## src/rtl/bitwise_logic_pipe.sv

```systemverilog
// bitwise_logic_pipe: two-stage valid/ready pipeline computing a per-bit
// logic function of A and B selected by op.
//   S1 registers the request (A, B, op); S2 registers the result (and flags).
//   Optional feature macro: BITWISE_FLAGS_EN -- when defined, flag_zero and
//   flag_ones are computed from the S2 result and registered alongside it;
//   when undefined they are tied to 0 and no flag logic exists.

// One bit lane: the whole function is bit-sliced, so each lane sees only
// its own A/B bit plus the shared op.
module bitwise_logic_lane (
  input  logic       a,
  input  logic       b,
  input  logic [2:0] op,
  output logic       y
);
  // op decode for a single bit
  always_comb begin
    y = a;
    case (op)
      3'b000: y = a & b;
      3'b001: y = a | b;
      3'b010: y = a ^ b;
      3'b011: y = ~(a | b);
      3'b100: y = ~(a & b);
      3'b101: y = ~(a ^ b);
      3'b110: y = a & ~b;
      3'b111: y = a;
      default: y = a;
    endcase
  end
endmodule

module bitwise_logic_pipe #(
  parameter int WIDTH = 32
) (
  input  logic             clock,
  input  logic             reset,
  input  logic             in_valid,
  output logic             in_ready,
  input  logic [WIDTH-1:0] A,
  input  logic [WIDTH-1:0] B,
  input  logic [2:0]       op,
  output logic             out_valid,
  input  logic             out_ready,
  output logic [WIDTH-1:0] result,
  output logic             flag_zero,
  output logic             flag_ones
);
  localparam int STAGES = 2;

  typedef struct packed {
    logic [WIDTH-1:0] a;
    logic [WIDTH-1:0] b;
    logic [2:0]       op;
  } req_t;

  // vld_pipe[n] is the FULL bit of stage n
  logic [STAGES:1]  vld_pipe;
  req_t             s1_q;
  logic [WIDTH-1:0] s2_res;
  logic [WIDTH-1:0] comp;
  logic             accept;
  logic             s1_move;
  logic             out_xfer;

  // S1 advances when S2 is free now or is being drained this same edge
  assign s1_move  = vld_pipe[1] & (~vld_pipe[2] | out_ready);
  // Held low during reset; never looks at in_valid
  assign in_ready = ~reset & (~vld_pipe[1] | s1_move);
  assign accept   = in_valid & in_ready;
  assign out_xfer = vld_pipe[2] & out_ready;

  // Bit-sliced compute on the S1 operands
  for (genvar i = 0; i < WIDTH; i++) begin : g_lane
    bitwise_logic_lane u_lane (
      .a  (s1_q.a[i]),
      .b  (s1_q.b[i]),
      .op (s1_q.op),
      .y  (comp[i])
    );
  end

  // Stage 1: capture a new request, or go empty once it moves down
  always_ff @(posedge clock or posedge reset) begin
    if (reset) begin
      vld_pipe[1] <= 1'b0;
      s1_q        <= '0;
    end else if (accept) begin
      vld_pipe[1] <= 1'b1;
      s1_q        <= '{a: A, b: B, op: op};
    end else if (s1_move) begin
      vld_pipe[1] <= 1'b0;
    end
  end

  // Stage 2: load on S1 move (stays FULL if draining at the same time)
  always_ff @(posedge clock or posedge reset) begin
    if (reset) begin
      vld_pipe[2] <= 1'b0;
      s2_res      <= '0;
    end else if (s1_move) begin
      vld_pipe[2] <= 1'b1;
      s2_res      <= comp;
    end else if (out_xfer) begin
      vld_pipe[2] <= 1'b0;
    end
  end

  assign out_valid = vld_pipe[2];
  assign result    = s2_res;

`ifdef BITWISE_FLAGS_EN
  logic fz_q, fo_q;

  // Flags ride in S2 with the result they describe
  always_ff @(posedge clock or posedge reset) begin
    if (reset) begin
      fz_q <= 1'b0;
      fo_q <= 1'b0;
    end else if (s1_move) begin
      fz_q <= (comp == '0);
      fo_q <= (comp == '1);
    end
  end

  assign flag_zero = fz_q;
  assign flag_ones = fo_q;
`else
  assign flag_zero = 1'b0;
  assign flag_ones = 1'b0;
`endif

endmodule

```

## config.mk

```make
export PLATFORM = sky130hd
export DESIGN_NAME = bitwise_logic_pipe
export DESIGN_NICKNAME = d
export VERILOG_FILES = /design/src/rtl/bitwise_logic_pipe.sv
export SDC_FILE = /design/constraint.sdc
export NUM_CORES = 1
export LEC_CHECK = 0
export CORE_ASPECT_RATIO = 0.7
export CORE_MARGIN = 4
export CORE_UTILIZATION = 52
export DETAILED_ROUTE_END_ITERATION = 16
export PLACE_DENSITY = 0.85
export SYNTH_ARGS = -nofsm -noshare
export SYNTH_HDL_FRONTEND = slang
export SYNTH_HIERARCHICAL = 1
export SYNTH_SLANG_ARGS = --single-unit
```

## constraint.sdc

```tcl
create_clock -name clock -period 7.4 [get_ports clock]
set_clock_uncertainty 0.05 [all_clocks]
set_input_delay 2.22 -clock clock [delete_from_list [all_inputs] [get_ports clock]]
set_output_delay 2.22 -clock clock [all_outputs]
set_load 0.05 [all_outputs]
```

==> results.txt <==
The tools report the maximum buffer depth of the clock tree as 2. In the final layout, the share of cells above drive strength 1 is 27.62%. The region available for standard cell placement spans 0.01419 mm^2. In this run, the combinational gates consume 48.6% of the power.

The number of distinct standard cells referenced by the synthesized netlist came out at 18. The post-CTS clock slew at the launch and capture registers of the worst setup and hold paths works out to 0.07 ns. The tools report the startpoint of the most critical register-to-register path as s1_q[0]. For this run, the slowest stage of the critical path takes 0.81 ns. After synthesis the netlist holds a flip-flop and latch count of 101. The data arrival time of the critical path is 3.84 ns.

The tree is rooted in a sky130_fd_sc_hd__clkbuf_16. For the count of pins over their slew limit, the log shows 0. TritonCTS built the clock tree. Setup repair after global routing left no endpoint under its margin. The maximum vdd drop is 0.1705 mV, and the initial antenna violation count is 0. The first-pass detailed-route iteration total is 4. Sorting the synthesized cells by area gives the leading types as sky130_fd_sc_hd__dfrtp_1, sky130_fd_sc_hd__ha_1, sky130_fd_sc_hd__mux2_4. In this run, synthesis inferred 0 flip-flops with an integrated enable.

After detailed routing, the average wire length per cell comes to 17.01 um. The run gives 54.29% as the initial cell density of the core. The logs give 0 for the total inserted antenna cells and 850 for the number of nets in the final layout.

The average instance in the mapped netlist occupies 13.42 um^2. The clock network fraction of design power was 18.9%. For the count of H-tree levels built during CTS, the log shows 3.

Excluding fillers, the count of instances in the completed layout stands at 878. The instance count after placement with tap cells included is 862. After legalization and detailed placement, the total HPWL measured 10,310 um. The analysis attributes to cell leakage a power of 4.448 nW. The flow ran to the end, and the final reports show no timing, DRC or antenna violations.

The first global-routing pass estimated 25,320 um of wire. The final critical path time including I/O delays and setup was 6.106 ns. The chip height was 109.8 um; the number of buffers inserted by hold repair at cts was 0. The worst path buffer plus inverter count works out to 2.

For the number of primary I/O pins, the log shows 107. The area of the die is 0.01686 mm^2. The post-detailed-route via-to-cell ratio came out at 5.360. The transition time of the tightest slew-check pin came out at 1.087 ns.

The total wire length after detailed routing is 14,930 um, and the max-capacitance violation count is 0. The tools report the element type at the critical path end as an output pin. The number of fill cells in the layout was 1,062; the count of mapped cells out of synthesis was 574.

Worst min-delay path startpoint: result[7]. The tools report the count of cells resized by post-cts repair as 0. The classification of the worst-slack hold path was reg2reg. The setup path with the least slack is of type in2out. The relative area change from synthesis to final layout came out at 19.80%.

The logs give 101 for the clock sink count and 0 for the total count of hold-check failures in the final report. Summing every instance area after synthesis gives 0.007704 mm^2. Measured against its own limit, the worst slew margin works out to 27.54%.

The library cell with the highest instance count after synthesis was sky130_fd_sc_hd__dfrtp_1. The tools report the final sum of negative setup slack as 0 ns. The worst-skew pair later-pin latency was 0.36 ns; the sequential fraction of the synthesis area was 32.81%. Setup violations remaining at the end of the flow were counted as 0. The switching share of power is 38.30%. The run gives 5,182 as the via count of the first global-routing pass. Internal power comes to 0.001673 W.

Global routing used 18.87% of the available tracks across all layers. For the count of warnings emitted by yosys, the log shows 6. The signal on the critical path passes through clkdlybuf4s50_1 > and3b_2 > nor2_1 > clkdlybuf4s50_1. After detailed routing, the number of remaining DRC violations is 0. The tools report the switching component of the power as 0.001039 W. The violation count after the first detailed-route iteration is 166. Among all stages on the critical path, the largest delay is contributed by sky130_fd_sc_hd__clkdlybuf4s50_1.

The power density relative to cell area works out to 293.9 mW/mm^2. The commonest cells after synthesis are sky130_fd_sc_hd__dfrtp_1, sky130_fd_sc_hd__inv_1, sky130_fd_sc_hd__ha_1, sky130_fd_sc_hd__mux2_2, sky130_fd_sc_hd__mux2i_1. Total CTS buffers: 9.

After layout, the worst path uses 82.52% of the clock period. Timing would allow up to 163.8 MHz. The pin count of the biggest net entering global routing was 70; the number of nets with antenna violations after routing was 0. Summed over all instances, the cell type with the most area after synthesis is sky130_fd_sc_hd__dfrtp_1. In this run the worst path has a maximum fanout of 3. The critical path required time was 5.13 ns. The family of cells with the greatest summed delay on the critical path was buffers and inverters. Of all flip-flops after synthesis, the portion carrying an async set or reset was 100.0%. The number of vias after detailed routing is 4,706.

The residual overflow from global routing was 0. The type of element launching the critical path was an input pin. The critical path starts at out_ready. The area share of the largest cell type after synthesis works out to 32.81%. The standard-cell row count was 36. The cell that appears most often on the critical path is sky130_fd_sc_hd__clkdlybuf4s50_1. In this run, flip-flops and latches consume 32.5% of the power.

The routability congestion estimate from global placement came out at 0.7401. Once the clock tree was built, the setup fixing pass inserted 0 buffers. From left edge to right edge, the die measures 153.5 um. The most used flip-flop cell after synthesis is sky130_fd_sc_hd__dfrtp_1.

Input and output buffers added on the ports amount to 104.
## power groups by stage
| stage | clock network (W) | registers [W] | logic, W |
|---|---|---|---|
| detailed placement | 0 | 0.000889 | 0.00133 |
| floorplan | 0 | 0.00118 | 0.000687 |
| global placement | 0 | 0.000878 | 0.00127 |
| finish | 0.000513 | 0.000880 | 0.00132 |
| CTS | 0.000528 | 0.000882 | 0.00133 |
| global route | 0.000551 | 0.000907 | 0.00142 |
## per-stage QoR
step	setup WS, ns	utilization, %	area, um^2	total power (W)	hold slack (ns)
4_1_cts	1.285	65.04	9229	0.002744	0.4590
2_1_floorplan	2.038	-	7707	0.001869	0.3993
5_1_grt	1.225	65.04	9229	0.002881	0.4784
6_report	1.294	65.04	9229	0.002712	0.4588
3_5_place_dp	1.291	62.80	8911	0.002215	0.4450
3_3_place_gp	1.326	62.80	8911	0.002145	0.4333
## worst reg2reg max path, cell delays in order, from the launching register on
cell                      delay [ns]
sky130_fd_sc_hd__dfrtp_4        1.12
sky130_fd_sc_hd__buf_4          0.98
sky130_fd_sc_hd__mux2_1         0.41
sky130_fd_sc_hd__mux4_2         0.47
sky130_fd_sc_hd__mux2_2         0.28
## cell usage in the layout (no fill, tap or decap), types with 5 or more instances in the layout
cell	count
sky130_fd_sc_hd__buf_4	5
sky130_fd_sc_hd__mux4_2	32
sky130_fd_sc_hd__mux2_1	32
sky130_fd_sc_hd__inv_1	96
sky130_fd_sc_hd__clkbuf_16	9
sky130_fd_sc_hd__ha_1	96
sky130_fd_sc_hd__clkdlybuf4s50_1	104
sky130_fd_sc_hd__mux2_4	62
sky130_fd_sc_hd__mux2i_1	64
sky130_fd_sc_hd__mux2_2	69
sky130_fd_sc_hd__dfrtp_1	98
## final timing paths
path	end	slack [ns]	depth (start not counted)
min	result[7]	0.46	1
max	in_ready	1.29	4
min in group asynchronous	vld_pipe[1]	2.26	2
max reg2reg	result[1]	3.96	4
min reg2reg	result[7]	0.46	1
max in group asynchronous	s1_q[0]	3.79	3
## flip-flops by register name, indices dropped and copies added (netlist names)
| signal | cells |
|---|---|
| out_valid | 1 |
| result | 32 |
| s1_q | 67 |
| vld_pipe | 1 |
## kinds of logic (layout without fill, tap and decap cells)
kind of cell	Yosys count	in the layout	synth area share, %
other cells	1	2	0.04868
buf+inv	109	222	6.334
simple gates	8	8	0.6982
mux	259	259	44.52
flops	101	101	32.81
fa+ha+maj	96	96	15.59
## per-layer routing
layer,routed length (um),part of all wire [%],vias up,track usage [%]
li1,-,-,2215,-
met1,6747,45,2394,22.56
met2,7345,49,83,33.95
met3,701,4.7,14,5.350
met4,137,0.92,0,4.978
met5,0,0,-,0
## cell type report
class                   instances  area, um^2  area share, %
inverters                      97       366.6          3.972
clock buffers                  10       229.0          2.481
well taps                     190       237.7          2.576
multi-input cells             365        4695          50.87
repair buffers                109        1079          11.69
clock inverters                 6       88.84         0.9626
flip-flops and latches        101        2534          27.45
Note: power is estimated with default switching activity, not from simulation.
